==> src/rtl/dcache_flush_engine.sv <==
// -----------------------------------------------------------------------------
// dcache_flush_engine
//
// Walks every (set, way) entry of the data-cache SRAM once per request. Each
// valid+dirty line is written back to memory over the enable/write/ack
// handshake, and its status is then updated: the dirty bit is cleared, and in
// invalidate mode the valid bit is cleared as well. Valid clean lines are only
// touched in invalidate mode. Lines that are not valid are skipped, even when
// their dirty bit is set. The CPU is stalled for the whole walk.
//
// Optional build macro:
//   DCACHE_FLUSH_CNT_EN  implements the write-back counter behind wb_count_o.
//                        Without it, wb_count_o is tied to zero and the
//                        counter flops are absent.
//
// Ports:
//   clk_i          clock
//   rst_i          synchronous reset, active low
//   flush_req_i    start request, sampled only in IDLE
//   mode_inv_i     1 = flush+invalidate, 0 = clean only (latched at start)
//   flush_busy_o   high from the first SCAN cycle through the DONE cycle
//   flush_done_o   one-cycle pulse in DONE
//   cpu_stall_o    copy of flush_busy_o
//   sram_idx_o     set index being accessed
//   sram_way_o     way being accessed
//   sram_valid_i   entry valid bit (combinational read, same cycle)
//   sram_dirty_i   entry dirty bit
//   sram_tag_i     entry tag
//   sram_data_i    entry line data
//   sram_wr_o      one-cycle status write strobe
//   sram_valid_o   new valid bit, written with sram_wr_o
//   sram_dirty_o   new dirty bit, written with sram_wr_o
//   mem_enable_o   memory request enable
//   mem_write_o    memory request is a write
//   mem_addr_o     {tag, idx, zero offset} of the line being written back
//   mem_data_o     line data being written back
//   mem_ack_i      memory completion
//   wb_count_o     number of lines written back by the last flush
//
// FSM states:
//   state | meaning
//   IDLE  | waiting for flush_req_i
//   SCAN  | examining the entry at the current idx/way
//   REQ   | write-back in flight, waiting for mem_ack_i
//   UPD   | writing the new valid/dirty status into the SRAM
//   DONE  | walk finished, flush_done_o pulses
// -----------------------------------------------------------------------------
module dcache_flush_engine #(
  parameter int WAYS   = 2,
  parameter int SETS   = 16,
  parameter int LINE_W = 256,
  parameter int TAG_W  = 23,
  parameter int OFF_W  = 5,
  parameter int ADDR_W = 32
) (
  input  logic                                        clk_i,
  input  logic                                        rst_i,
  input  logic                                        flush_req_i,
  input  logic                                        mode_inv_i,
  output logic                                        flush_busy_o,
  output logic                                        flush_done_o,
  output logic                                        cpu_stall_o,
  output logic [((SETS > 1) ? $clog2(SETS) : 1)-1:0]  sram_idx_o,
  output logic [((WAYS > 1) ? $clog2(WAYS) : 1)-1:0]  sram_way_o,
  input  logic                                        sram_valid_i,
  input  logic                                        sram_dirty_i,
  input  logic [TAG_W-1:0]                            sram_tag_i,
  input  logic [LINE_W-1:0]                           sram_data_i,
  output logic                                        sram_wr_o,
  output logic                                        sram_valid_o,
  output logic                                        sram_dirty_o,
  output logic                                        mem_enable_o,
  output logic                                        mem_write_o,
  output logic [ADDR_W-1:0]                           mem_addr_o,
  output logic [LINE_W-1:0]                           mem_data_o,
  input  logic                                        mem_ack_i,
  output logic [$clog2(WAYS*SETS):0]                  wb_count_o
);

  localparam int IDX_W = (SETS > 1) ? $clog2(SETS) : 1;
  localparam int WAY_W = (WAYS > 1) ? $clog2(WAYS) : 1;

  typedef enum logic [2:0] {
    ST_IDLE = 3'd0,
    ST_SCAN = 3'd1,
    ST_REQ  = 3'd2,
    ST_UPD  = 3'd3,
    ST_DONE = 3'd4
  } state_t;

  state_t state_q;
  state_t state_d;

  logic [IDX_W-1:0]  idx_q;
  logic [WAY_W-1:0]  way_q;
  logic              inv_q;
  logic [ADDR_W-1:0] addr_q;
  logic [LINE_W-1:0] data_q;

  logic hit_dirty;
  logic hit_clean_inv;
  logic last_entry;
  logic advance;
  logic start;

  // Invalid lines are never written back, whatever their dirty bit says.
  assign hit_dirty     = sram_valid_i & sram_dirty_i;
  assign hit_clean_inv = sram_valid_i & ~sram_dirty_i & inv_q;
  assign last_entry    = (idx_q == IDX_W'(SETS - 1)) && (way_q == WAY_W'(WAYS - 1));
  assign start         = (state_q == ST_IDLE) && flush_req_i;

  // The pointer moves on when an entry needs nothing in SCAN, or after its
  // status update has been written.
  assign advance = ((state_q == ST_SCAN) && !hit_dirty && !hit_clean_inv) ||
                   (state_q == ST_UPD);

  // ---------------------------------------------------------------------------
  // State register
  // ---------------------------------------------------------------------------
  always_ff @(posedge clk_i) begin
    if (!rst_i) begin
      state_q <= ST_IDLE;
    end else begin
      state_q <= state_d;
    end
  end

  // ---------------------------------------------------------------------------
  // Next-state logic
  // ---------------------------------------------------------------------------
  always_comb begin
    state_d = state_q;
    unique case (state_q)
      ST_IDLE: begin
        if (flush_req_i) begin
          state_d = ST_SCAN;
        end
      end
      ST_SCAN: begin
        if (hit_dirty) begin
          state_d = ST_REQ;
        end else if (hit_clean_inv) begin
          state_d = ST_UPD;
        end else if (last_entry) begin
          state_d = ST_DONE;
        end else begin
          state_d = ST_SCAN;
        end
      end
      ST_REQ: begin
        if (mem_ack_i) begin
          state_d = ST_UPD;
        end
      end
      ST_UPD: begin
        state_d = last_entry ? ST_DONE : ST_SCAN;
      end
      ST_DONE: begin
        // A request still high here is picked up by the following IDLE cycle.
        state_d = ST_IDLE;
      end
      default: begin
        state_d = ST_IDLE;
      end
    endcase
  end

  // ---------------------------------------------------------------------------
  // Output logic
  // ---------------------------------------------------------------------------
  always_comb begin
    flush_busy_o = 1'b0;
    flush_done_o = 1'b0;
    mem_enable_o = 1'b0;
    mem_write_o  = 1'b0;
    sram_wr_o    = 1'b0;
    sram_valid_o = 1'b0;
    sram_dirty_o = 1'b0;
    unique case (state_q)
      ST_SCAN: begin
        flush_busy_o = 1'b1;
      end
      ST_REQ: begin
        flush_busy_o = 1'b1;
        mem_enable_o = 1'b1;
        mem_write_o  = 1'b1;
      end
      ST_UPD: begin
        flush_busy_o = 1'b1;
        sram_wr_o    = 1'b1;
        sram_valid_o = ~inv_q;
        sram_dirty_o = 1'b0;
      end
      ST_DONE: begin
        flush_busy_o = 1'b1;
        flush_done_o = 1'b1;
      end
      default: begin
      end
    endcase
  end

  assign cpu_stall_o = flush_busy_o;
  assign sram_idx_o  = idx_q;
  assign sram_way_o  = way_q;
  assign mem_addr_o  = addr_q;
  assign mem_data_o  = data_q;

  // ---------------------------------------------------------------------------
  // Walk pointer, latched mode and write-back address/data
  // ---------------------------------------------------------------------------
  always_ff @(posedge clk_i) begin
    if (!rst_i) begin
      idx_q  <= '0;
      way_q  <= '0;
      inv_q  <= 1'b0;
      addr_q <= '0;
      data_q <= '0;
    end else begin
      if (start) begin
        inv_q <= mode_inv_i;
        idx_q <= '0;
        way_q <= '0;
      end

      // Address and data are captured once and held steady for the whole
      // request, independent of what the SRAM read port shows meanwhile.
      if ((state_q == ST_SCAN) && hit_dirty) begin
        addr_q <= {sram_tag_i, idx_q, {OFF_W{1'b0}}};
        data_q <= sram_data_i;
      end

      // Way is the fast-moving index; the set advances when the way wraps.
      if (advance) begin
        if (way_q == WAY_W'(WAYS - 1)) begin
          way_q <= '0;
          idx_q <= idx_q + 1'b1;
        end else begin
          way_q <= way_q + 1'b1;
        end
      end
    end
  end

  // ---------------------------------------------------------------------------
  // Write-back counter
  // ---------------------------------------------------------------------------
`ifdef DCACHE_FLUSH_CNT_EN
  localparam int CNT_W   = $clog2(WAYS * SETS) + 1;
  localparam int ENTRIES = WAYS * SETS;

  logic [CNT_W-1:0] wb_cnt_q;

  // Saturates at the entry count so it can never wrap.
  always_ff @(posedge clk_i) begin
    if (!rst_i) begin
      wb_cnt_q <= '0;
    end else if (start) begin
      wb_cnt_q <= '0;
    end else if ((state_q == ST_REQ) && mem_ack_i &&
                 (wb_cnt_q != CNT_W'(ENTRIES))) begin
      wb_cnt_q <= wb_cnt_q + 1'b1;
    end
  end

  assign wb_count_o = wb_cnt_q;
`else
  assign wb_count_o = '0;
`endif

endmodule
==> config.mk <==
export PLATFORM = sky130hd
export DESIGN_NAME = dcache_flush_engine
export DESIGN_NICKNAME = d
export VERILOG_FILES = /design/src/rtl/dcache_flush_engine.sv
export SDC_FILE = /design/constraint.sdc
export NUM_CORES = 1
export LEC_CHECK = 0
export ABC_AREA = 1
export BUFFER_PORTS_ARGS = -buffer_cell sky130_fd_sc_hd__buf_2
export CORE_AREA = 5 5 226 228
export DETAILED_ROUTE_END_ITERATION = 12
export DIE_AREA = 0 0 231 233
export GPL_TIMING_DRIVEN = 0
export PLACE_DENSITY = 0.52
export SLEW_MARGIN = 40
export SYNTH_ARGS = -nofsm -noshare
export SYNTH_HDL_FRONTEND = slang
export SYNTH_SLANG_ARGS = --single-unit
==> constraint.sdc <==
create_clock -name clk_i -period 1.71 [get_ports clk_i]
set_input_delay 0.2565 -clock clk_i [delete_from_list [all_inputs] [get_ports clk_i]]
set_output_delay 0.2565 -clock clk_i [all_outputs]
set_load 0.005 [all_outputs]
==> results.sh, run 1 <==
export IMPL_cp_start_kind="flop"
export IMPL_finalHoldViolations=0
export IMPL_worst_pin_slew_ps=577.4
export IMPL_min_period_ps=1736
export IMPL_hold_class="input port to flop"
export IMPL_max_cap_violations=0
export IMPL_yosysWarnings=0
export IMPL_clock_skew_ps=12.51
export IMPL_violations="negative setup slack"
export IMPL_finalCritPeriodShare_pct=101.5
export IMPL_grt_ovfl_total=0
export IMPL_routed_wl_mm=46.83
export IMPL_whs_ps=114.9
export IMPL_start_util_pct=21.35
export IMPL_hp_start="flush_req_i"
export IMPL_placementRows=81
export IMPL_p_clk_share_pct=42.5
export IMPL_synth_adder_area_share_pct=0.1205
export IMPL_cts_made_buffers=35
export IMPL_syn_avg_cell_area_sq_um=7.751
export IMPL_synth_seq_cells=292
export IMPL_synth_enable_flop_cells=0
export IMPL_dp_hpwl_mm=33.39
export IMPL_cts_sinks=292
export IMPL_async_reset_ff_share_pct=0
export IMPL_switching_share_pct=24.92
export IMPL_p_per_area_nw_per_um2=912.4
export IMPL_ys_types=22
export IMPL_ys_seq_area_share_pct=56.28
export IMPL_h_tree_depth=2
export IMPL_tritoncts="built"
export IMPL_slew_viol_final=0
export IMPL_drtIter0Drc=483
export IMPL_chipHeight_um=233
export IMPL_syn_area_sq_um=10390
export IMPL_pin_count=593
export IMPL_synth_simple_area_share_pct=23.15
export IMPL_area_delta_synth_final_pct=78.12
export IMPL_grtUsageTotal_pct=16.11
export IMPL_critPathCaptureType="output port"
export IMPL_cts_max_path_buffers=3
export IMPL_antenna_found_initial=2
export IMPL_synthMuxAreaShare_pct=0
export IMPL_routed_via_density=4.297
export IMPL_grt_pass1_vias=12780
export IMPL_setup_viol=1
export IMPL_clk_pin_slew_worst_paths_ps=50
export IMPL_cp_required_ps=1450
export IMPL_die_x_um=231
export IMPL_cp_max_fo=4
export IMPL_setup_ws_ps=-26.27
export IMPL_p_switching_uw=4207
export IMPL_drive_above_1_share_pct=33.82
export IMPL_p_int_uw=12670
export IMPL_seq_power_share_pct=43.6
export IMPL_io_buffers=579
export IMPL_combPwrFrac_pct=13.9
export IMPL_grt_pass1_wl_mm=69.80
export IMPL_first_pass_iters=5
export IMPL_vias=12470
export IMPL_synth_top_family_by_area="simple AND/OR/NAND/NOR gates"
export IMPL_max_freq_mhz=575.9
export IMPL_synth_main_ff_cell="dfxtp_1"
export IMPL_finalSetupTns_ps=-26.27
export IMPL_wl_per_cell_um=16.13
export IMPL_rsz0062_at_grt="true"
export IMPL_cts_root_buf="clkbuf_16"
export IMPL_arrival_ps=1480
export IMPL_final_nets=2543
export IMPL_ant_nets=0
export IMPL_synth_xor_area_share_pct=0
export IMPL_rr_startpoint="state_q[0]"
export IMPL_gp_congestion=0.8539
export IMPL_relSlewSlack_pct=61.50
export IMPL_outcome="finished with violations"
export IMPL_crit_path_start="state_q[0]"
export IMPL_crit_type="flop to output port"
export IMPL_clock_latency_ps=530
export IMPL_synth_compound_area_share_pct=14.14
export IMPL_ir_worst_vdd_uv=656.8
export IMPL_p_leak_uw=0.009435
export IMPL_synth_cells=1340
export IMPL_coreArea_sq_um=48650
export IMPL_die_area_sq_um=53820
export IMPL_grt_start_max_net_pins=13
export IMPL_drc=0
## routing by layer
layer / part of all wire, % / wire length (um) / global-route usage, % / vias to the layer above
li1: - / - / - / 6095
met5: 0 / 0 / 0 / -
met3: 6.6 / 3108 / 3.917 / 124
met2: 49 / 22940 / 28.87 / 499
met1: 40 / 18740 / 18.06 / 5755
met4: 4.4 / 2039 / 7.355 / 0
## placed cells by master, fill, tap and decap left out, types with 9 or more instances in the layout
cell type	netlist	routed
buf_2	37	590
buf_4	14	31
buf_6	11	20
clkbuf_1	45	41
clkbuf_16	0	36
clkbuf_4	0	9
conb_1	1	12
dfxtp_1	292	289
dlygate4sd3_1	0	281
inv_1	15	13
nand2_1	29	26
nand3_1	12	12
nor2_1	577	534
nor2_2	0	32
nor2_4	2	13
o21ai_0	278	278
## critical path, stage by stage, from the launching register on
cell and delay (ps):
dfxtp_4 380, inv_4 40, nor2_4 170, nand2_4 100
nand2_4 100, buf_6 100, buf_6 80
## repair_timing
item / in CTS / in global routing
endpoints found under the hold margin: 281 / 0
hold buffers: 281 / 0
gates resized for setup: 62 / 105
endpoints found under the setup margin: 287 / 280
buffers inserted: 4 / 3
cloned: 0 / 1
pin swaps: 2 / 5
## state kept, by name, indices dropped and copies added (netlist names)
name        flops
mem_data_o    256
mem_addr_o     27
sram_idx_o      4
state_q         3
inv_q           1
sram_way_o      1
## final cells by class
type / count / area, sq um
inverters: 17 / 66.31
multi-input cells: 934 / 4128
clock buffers: 51 / 975.9
well taps: 622 / 778.2
flip-flops and latches: 292 / 5857
plain buffers: 108 / 784.5
fillers: 4891 / 30150
repair buffers: 868 / 5794
clock inverters: 10 / 113.9
diodes: 1 / 2.502
## through the flow
stage,std cells,cell area [sq um],utilization (%),worst slack (ps),total power (uW)
after global placement,2552,14100,28.99,-594.9,9166
after global routing,2903,18500,38.03,-119.1,17660
after CTS,2898,18210,37.43,-58.91,17050
final,2903,18500,38.03,-26.27,16880
after floorplan,1351,10430,-,299.5,8158
after detailed placement,2552,14100,28.99,-567.3,9185
## cells in the mapped netlist (2+ instances only)
cell type | count | area share, %
nand2_1 | 29 | 1.0
nand3_1 | 12 | 0.58
dfxtp_1 | 292 | 56
nand4_1 | 3 | 0.18
o21ai_0 | 278 | 13
buf_2 | 37 | 1.8
inv_1 | 15 | 0.54
buf_4 | 14 | 1.0
buf_6 | 11 | 1.2
inv_2 | 2 | 0.072
clkbuf_1 | 45 | 1.6
o21ai_1 | 6 | 0.29
nor2_4 | 2 | 0.22
a21oi_1 | 8 | 0.39
nor2_1 | 577 | 21
nor3_1 | 3 | 0.14
## final timing paths
check / slack [ps] / end / cells after the start
max: -30 / flush_busy_o / 6
min: 110 / state_q[0] / 5
max reg2reg: 10 / mem_data_o[159] / 8
min reg2reg: 500 / mem_data_o[176] / 2
## power by group through the flow
stage / sequential (uW) / clock [uW] / combinational [uW]
after floorplan: 7500 / 0 / 654
after global placement: 7480 / 0 / 1690
after detailed placement: 7490 / 0 / 1700
after CTS: 7350 / 7430 / 2270
after global routing: 7390 / 7690 / 2570
final: 7360 / 7180 / 2340
## logic make-up after synthesis
family	after synthesis
AND/OR/NAND/NOR	628
AO/OA/AOI/OAI	293
adder cells (fa/ha/maj)	1
other	1
flip-flops	292
buffers and inverters	125
Note: power is estimated with default switching activity, not from simulation.
==> run 2: changes to the inputs <==
--- a/config.mk
+++ b/config.mk
@@ -7,11 +7,13 @@
 export LEC_CHECK = 0
 export ABC_AREA = 1
 export BUFFER_PORTS_ARGS = -buffer_cell sky130_fd_sc_hd__buf_2
-export CORE_AREA = 5 5 226 228
+export CELL_PAD_IN_SITES_DETAIL_PLACEMENT = 1
+export CELL_PAD_IN_SITES_GLOBAL_PLACEMENT = 1
+export CORE_AREA = 5 5 229 231
 export DETAILED_ROUTE_END_ITERATION = 12
-export DIE_AREA = 0 0 231 233
+export DIE_AREA = 0 0 234 236
 export GPL_TIMING_DRIVEN = 0
-export PLACE_DENSITY = 0.52
+export PLACE_DENSITY = 0.66
 export SLEW_MARGIN = 40
 export SYNTH_ARGS = -nofsm -noshare
 export SYNTH_HDL_FRONTEND = slang
==> run 2 against run 1 <==
The run still ends with negative setup slack left. Utilization fell by 0.40 points. Hold slack lost 55 ps. Register-to-register slack hardly changed. Non-clock buffer count is 7 higher. Die area rose by 2.6%. Clock skew increased by 2.0 ps. Via count grew 5.4%. Clock power grew 6.0%. Sequential cell count stayed put. Count of clock-buffer cells in the layout down 1.
==> results.sh, run 2 (synthesized netlist as in run 1, its figures left out) <==
export IMPL_pin_count=593
export IMPL_die_area_sq_um=55220
export IMPL_cp_required_ps=1450
export IMPL_p_leak_uw=0.009512
export IMPL_grt_ovfl_total=0
export IMPL_path_cells="nor3_2, nor2_4, nand2_4, buf_6, buf_6"
export IMPL_p_per_area_nw_per_um2=931.5
export IMPL_whs_ps=60.24
export IMPL_crit_slowest_cell="dfxtp_4"
export IMPL_cts_root_buf="clkbuf_16"
export IMPL_cts_made_buffers=35
export IMPL_area_delta_synth_final_pct=80.64
export IMPL_grtUsageTotal_pct=19.14
export IMPL_multiInputGateArea_sq_um=4169
export IMPL_clock_skew_ps=14.53
export IMPL_tritoncts="built"
export IMPL_routed_wl_mm=57.04
export IMPL_relSlewSlack_pct=62.98
export IMPL_dpl_instance_area_sq_um=14170
export IMPL_final_cells=2969
export IMPL_outcome="finished with violations"
export IMPL_routed_via_density=4.426
export IMPL_ir_worst_vdd_uv=863.1
export IMPL_grt_start_max_net_pins=13
export IMPL_gp_congestion=0.8275
export IMPL_mostFrequentLayoutCells="buf_2 (592), nor2_1 (511), dfxtp_1 (289)"
export IMPL_arrival_ps=1490
export IMPL_vias=13140
export IMPL_holdPathStages=3
export IMPL_cp_start_kind="flop"
export IMPL_dp_cells=2602
export IMPL_finalHoldViolations=0
export IMPL_placementRows=82
export IMPL_grt_pass1_wl_mm=84.06
export IMPL_cp_max_fo=3
export IMPL_min_period_ps=1743
export IMPL_coreArea_sq_um=49860
export IMPL_die_x_um=234
export IMPL_reg2reg_slack_ps=10
export IMPL_worst_pin_slew_ps=555.3
export IMPL_rsz0062_at_grt="true"
export IMPL_clock_latency_ps=530
export IMPL_drive_above_1_share_pct=35.58
export IMPL_clk_pin_slew_worst_paths_ps=60
export IMPL_drc=0
export IMPL_setup_viol=1
export IMPL_max_cap_violations=0
export IMPL_wl_per_cell_um=19.21
export IMPL_violations="negative setup slack"
export IMPL_first_pass_iters=4
export IMPL_setup_ws_ps=-32.54
export IMPL_critPathCaptureType="output port"
export IMPL_cts_sinks=292
export IMPL_final_nets=2550
export IMPL_chipHeight_um=236
export IMPL_layout_commonest_cell="buf_2"
export IMPL_ant_nets=0
export IMPL_drtIter0Drc=431
export IMPL_r2r_cells=10
export IMPL_io_buffers=579
export IMPL_max_freq_mhz=573.9
export IMPL_dp_hpwl_mm=37.15
export IMPL_h_tree_depth=2
export IMPL_slew_viol_final=0
export IMPL_fillers=6144
export IMPL_cts_max_path_buffers=3
export IMPL_start_util_pct=20.83
export IMPL_worst_path_most_repeated_cell="buf_6"
export IMPL_max_stage_delay_ps=360
export IMPL_finalCritPeriodShare_pct=101.9
export IMPL_crit_type="flop to output port"
export IMPL_antenna_found_initial=9
export IMPL_grt_pass1_vias=14680
export IMPL_regArea_sq_um=5857
export IMPL_largest_register_ffs=256
export IMPL_final_area_sq_um=18760
export IMPL_hold_class="input port to flop"
[run 2: repair_timing]
| item | 4_1_cts | 5_1_grt |
|---|---|---|
| setup endpoints to repair | 287 | 281 |
| hold buffers | 278 | 0 |
| buffers inserted | 15 | 3 |
| gates resized for setup | 55 | 142 |
| pin swaps | 3 | 14 |
| hold endpoints to repair | 278 | 0 |
[run 2: per-stage QoR]
step	setup TNS, ps	total power, uW	util (%)	setup slack, ps
floorplan	0	8158	-	299.5
global placement	-84820	9188	28.41	-494.4
detailed placement	-90430	9236	28.41	-540.0
CTS	-301.4	17550	36.85	-95.38
global route	-6337	18210	37.62	-115.1
finish	-32.54	17480	37.63	-32.54
[run 2: final cells by class]
type,count,area share (%)
Multi-Input combinational cell,934,22.22
Antenna cell,9,0.1200
Inverter,17,0.3535
Timing Repair Buffer,875,31.07
Sequential cell,292,31.22
Tap cell,672,4.482
Clock buffer,50,5.622
Clock inverter,12,0.6002
Buffer,108,4.315
[run 2: power by group]
part | leakage [uW] | switching (uW) | internal, uW
Clock | 0.000583 | 3020 | 4590
Sequential | 0.00237 | 210 | 7160
Combinational | 0.00655 | 1240 | 1260
[run 2: final timing paths]
kind / end / from
max: flush_busy_o / state_q[0]
min: mem_addr_o[22] / sram_tag_i[13]
max reg2reg: mem_data_o[157] / state_q[0]
min reg2reg: mem_data_o[175] / mem_data_o[175]
[run 2: routing by layer]
layer	vias to the layer above	global-route usage [%]	routed length [um]
li1	6121	-	-
met1	6330	19.46	20530
met2	510	35.14	29220
met3	178	5.304	3995
met4	2	10.25	3289
met5	-	0	7
[run 2: critical path: cells and delay by family (launching register included)]
kind / cells / cell delay [ps]
DFF: 1 / 360
and+or+nand+nor: 3 / 440
buffers and inverters: 2 / 170
